## config.mk

```make
export PLATFORM = sky130hd
export DESIGN_NAME = vend_credit_controller
export DESIGN_NICKNAME = d
export VERILOG_FILES = /design/src/rtl/vend_credit_controller.sv
export SDC_FILE = /design/constraint.sdc
export NUM_CORES = 1
export LEC_CHECK = 0
export ABC_AREA = 1
export ABC_CLOCK_PERIOD_IN_PS = 4100
export BUFFER_PORTS_ARGS = -buffer_cell sky130_fd_sc_hd__buf_2
export CORE_MARGIN = 3
export CORE_UTILIZATION = 60
export DETAILED_ROUTE_END_ITERATION = 12
export GPL_TIMING_DRIVEN = 0
export PLACE_DENSITY = 0.8
export SKIP_LAST_GASP = 1
export SLEW_MARGIN = 5
export SYNTH_ARGS = -nofsm -noshare
export SYNTH_HDL_FRONTEND = slang
export SYNTH_SLANG_ARGS = --single-unit
export TNS_END_PERCENT = 1
```

## constraint.sdc

```tcl
create_clock -name clk -period 4.1 [get_ports clk]
set_input_delay 0.82 -clock clk [delete_from_list [all_inputs] [get_ports clk]]
set_output_delay 0.82 -clock clk [all_outputs]
set_load 0.01 [all_outputs]
```

## src/rtl/vend_credit_controller.sv

```systemverilog
// Coin-operated vending credit controller: accumulates nickels/dimes/quarters, dispenses at PRICE, pays change.
// Optional coin-return (cancel) feature is enabled by defining COIN_RETURN_EN.
module vend_credit_controller #(
    parameter int PRICE    = 35,
    parameter int CREDIT_W = 8
) (
    input  logic                clk,
    input  logic                reset,
    input  logic                dimeDetected,
    input  logic                nickelDetected,
    input  logic                quarterDetected,
`ifdef COIN_RETURN_EN
    input  logic                cancel,
`endif
    output logic [CREDIT_W-1:0] credit,
    output logic                dispense,
    output logic                dimeOut,
    output logic                nickelOut,
    output logic                coinReject,
    output logic                busy
);

    typedef enum logic [1:0] {IDLE, COLLECT, VEND, CHANGE} state_t;

    localparam logic [CREDIT_W-1:0] PRICE_C = CREDIT_W'(PRICE);
    localparam logic [CREDIT_W-1:0] NICKEL  = CREDIT_W'(5);
    localparam logic [CREDIT_W-1:0] DIME    = CREDIT_W'(10);
    localparam logic [CREDIT_W-1:0] QUARTER = CREDIT_W'(25);

    state_t              state;
    state_t              state_next;
    logic [CREDIT_W-1:0] credit_next;
    logic                reject_next;
    logic [1:0]          pulse_count;
    logic                any_pulse;
    logic [CREDIT_W-1:0] coin_value;
    logic [CREDIT_W-1:0] coin_sum;
    logic                cancel_req;

`ifdef COIN_RETURN_EN
    assign cancel_req = cancel;
`else
    assign cancel_req = 1'b0;
`endif

    assign pulse_count = {1'b0, dimeDetected} + {1'b0, nickelDetected} + {1'b0, quarterDetected};
    assign any_pulse   = dimeDetected | nickelDetected | quarterDetected;

    // Value of the offered coin; only meaningful when exactly one pulse is present.
    always_comb begin
        coin_value = '0;
        if (dimeDetected)    coin_value = DIME;
        if (nickelDetected)  coin_value = NICKEL;
        if (quarterDetected) coin_value = QUARTER;
    end

    assign coin_sum = credit + coin_value;

    always_comb begin
        state_next  = state;
        credit_next = credit;
        reject_next = 1'b0;
        case (state)
            IDLE, COLLECT: begin
                if (pulse_count == 2'd1) begin
                    credit_next = coin_sum;
                    state_next  = (coin_sum >= PRICE_C) ? VEND : COLLECT;
                end else if (pulse_count > 2'd1) begin
                    reject_next = 1'b1;
                end else if (state == COLLECT && cancel_req) begin
                    state_next = CHANGE;
                end
            end
            VEND: begin
                reject_next = any_pulse;
                credit_next = credit - PRICE_C;
                state_next  = (credit == PRICE_C) ? IDLE : CHANGE;
            end
            CHANGE: begin
                reject_next = any_pulse;
                // Greedy change: dimes first, at most one trailing nickel.
                credit_next = credit - ((credit >= DIME) ? DIME : NICKEL);
                if (credit_next == '0) state_next = IDLE;
            end
            default: state_next = IDLE;
        endcase
    end

    always_ff @(posedge clk) begin
        if (reset) begin
            state      <= IDLE;
            credit     <= '0;
            coinReject <= 1'b0;
        end else begin
            state      <= state_next;
            credit     <= credit_next;
            coinReject <= reject_next;
        end
    end

    assign dispense  = (state == VEND);
    assign dimeOut   = (state == CHANGE) && (credit >= DIME);
    assign nickelOut = (state == CHANGE) && (credit < DIME);
    assign busy      = (state == VEND) || (state == CHANGE);

endmodule

```

==> summary.txt <==
Drt
  • ANT nets after route: 0
  • TritonRoute pass-1 iters: 4
  • Via density: 5.74
  • 1st-iter DRT viols: 71
  • Detailed-route wire length per cell: 13.5 um
  • DR vias: 1572
  • Drc violations: 0
  • DRT Wirelength: 3710 um

Critical path
  • Crit path arrival time: 2.90 ns
  • Critical Path Sink Type: flip-flop
  • WP data required: 4.30 ns
  • CP Launch Type: input pin
  • Crit Path Class: input pin to flip-flop
  • Worst Path Max Fanout: 3

STA
  • Max Slew Vio Count: 0
  • RSZ-0062 raised after global routing: no
  • # setup viols final: 0
  • Skew final: 0.00789 ns
  • Highest Clock Rate: 371 MHz
  • Final critical-path required period: 2.70 ns
  • TNS Setup: 0 ns
  • Fin. Hold Viols: 0
  • Final WS setup: 1.40 ns
  • Slew at the pin closest to its max-slew limit: 0.474 ns
  • Relative slew slack: 68.4%
  • Tcrit/Tclk final: 65.8%

Clock network
  • Clock latency at the later pin of the worst-skew pair: 0.28 ns
  • CTS tree: yes
  • CTS Buf Count: 3
  • Postcts setup bufs: 0
  • Hold-fix buffers, CTS: 0
  • Worst-path clk slew: 0.08 ns
  • CTS root buffer: clkbuf_4
  • TritonCTS sink count: 11
  • CTS max path bufs: 2
  • Resize count post-CTS: 0
  • CTS H-tree lvls: 1

Final layout
  • Post-layout util: 70.5%
  • Layout Cells excl Fill: 274
  • Nets: 263
  • Fill count: 202
  • Syn-to-layout area delta: 10.2%
  • ANT cells: 0
  • Share of cells above drive strength 1: 22.4%

Die
  • Initial Util: 64.0%
  • Die ar.: 3000 sq um
  • Chip height: 54.8 um
  • Total I/O pin count: 18
  • Die Width: 54.8 um
  • Rows: 17
  • Core Region: 2230 sq um

Logic synthesis
  • Syn nets: 241
  • Yosys cell types: 34
  • Area leader, netlist: dfxtp_1
  • Syn avg cell area: 6.35 sq um
  • Largest cells by area after synthesis: dfxtp_1, nand2_1, ha_1, inv_1, nor2_1
  • Synth Register Bits: 11
  • Post-Syn Instances: 225
  • Synthesized cell area: 1430 sq um
  • Post-synthesis sequential area ratio: 15.4%
  • Share of the synthesized area in the top cell type: 15.4%
  • Yosys warnings: 0

Power
  • Sw Pwr: 0.628 mW
  • Pleak: 0.802 nW
  • Pwr dens: 703 nW/um^2
  • Worst IR Drop VDD: 0.000613 V
  • Net Sw Frac: 56.7%
  • Clock share of power: 7.0%
  • Seq pwr share: 17.1%
  • Logic pwr share: 75.9%
  • Overall Power: 1.11 mW
  • Int Pwr: 0.480 mW

Global routing
  • Largest net degree at the start of global routing: 12
  • Number of antenna violations at the first check in global routing: 0
  • Vias in the first global route: 1415
  • First-pass GRT wire length: 6190 um
  • Grt total ovfl: 0
  • GRT Resource Usage Total: 28.3%

Placed design
  • Cell count after placement: 270
  • Placer Congestion: 0.847
  • Worst slack, placed: 1.17 ns
  • Final HPWL DP: 2980 um
  • Port buffer count: 17

Flow run
  • Total of max-cap violations: 0

Worst hold path
  • Hold crit path type: flip-flop to flip-flop

Outcome
  • Status: complete, no violations
[layer usage]
layer / up-vias / GRT usage (%) / part of all wire (%)
met5: - / 0 / 0
met4: 0 / 8.71 / 2.0
met3: 10 / 5.99 / 6.7
met2: 66 / 46.3 / 47
met1: 712 / 36.6 / 44
li1: 784 / - / -
[cells in the mapped netlist (all sizes together)]
| library cell | number |
|---|---|
| a31oi | 3 |
| nand3b | 1 |
| clkbuf | 2 |
| nor3 | 3 |
| o211ai | 1 |
| a221oi | 3 |
| o21bai | 1 |
| a311oi | 1 |
| ha | 9 |
| o21ai | 14 |
| nand4 | 6 |
| fa | 2 |
| nand3 | 17 |
| nor2 | 25 |
| dfxtp | 11 |
| xor2 | 4 |
| buf | 3 |
| xnor2 | 2 |
| a21oi | 14 |
| clkinv | 2 |
| a41oi | 3 |
| or2 | 3 |
| inv | 31 |
| nand2 | 64 |
[through the flow]
stage	cell area, sq um	hold slack (ns)
global placement	1550	0.559
detailed placement	1550	0.598
floorplan	1430	0.526
global route	1580	0.660
finish	1580	0.619
CTS	1580	0.614
[registers in the layout, indices dropped and copies added (netlist names)]
name	flops
coinReject	1
credit	8
state	2
[kinds of logic after synthesis]
group                    after synthesis  share of synthesized area [%]
AND/OR/NAND/NOR                      119                           42.0
adder cells (fa/ha/maj)               11                           10.7
XOR/XNOR                               6                           4.20
buffers and inverters                 38                           11.2
flip-flops                            11                           15.4
AO/OA/AOI/OAI                         40                           16.5
[worst paths after layout]
check                      start    endpoint  slack (ns)  depth (start not counted)
setup / recovery  nickelDetected    state[0]        1.40                         14
setup reg to reg       credit[1]    state[0]        1.56                         16
hold / removal          state[1]  coinReject        0.62                          2
hold reg to reg         state[1]  coinReject        0.62                          2
[worst max-delay path, cell delays in order]
cell and delay [ns]:
buf_2 0.12, nor2_1 0.15, inv_1 0.09, ha_1 0.22, fa_1 0.41, nand3_1 0.10, nand2_1 0.09, xnor2_1 0.21
nand3_1 0.14, nand2_1 0.09, nand3b_1 0.10, o21bai_1 0.13, inv_1 0.05, a21oi_1 0.17
[power by group through the flow]
stage	registers [mW]	logic [mW]	clock network [mW]
after global routing	0.195	0.953	0.0832
after CTS	0.188	0.835	0.0772
after floorplan	0.189	0.659	0
after detailed placement	0.190	0.831	0
after global placement	0.189	0.799	0
final	0.189	0.842	0.0776
[layout by cell type, fill, tap and decap left out, drive strengths merged, types with 9 or more instances in the layout]
master  Yosys  layout
nand2      64      64
inv        31      31
nor2       25      25
buf         3      20
nand3      17      17
o21ai      14      14
a21oi      14      14
dfxtp      11      11
ha          9       9
[cell type report]
class	instances	area (sq um)	share of cell area, %
Multi-Input combinational cell	176	1050	66.6
Sequential cell	11	220	14.0
Inverter	33	125	7.94
Timing Repair Buffer	17	85.1	5.40
Buffer	5	35.0	2.22
Tap cell	28	35.0	2.22
Clock buffer	4	26.3	1.67
(Power assumes the default switching activity.)
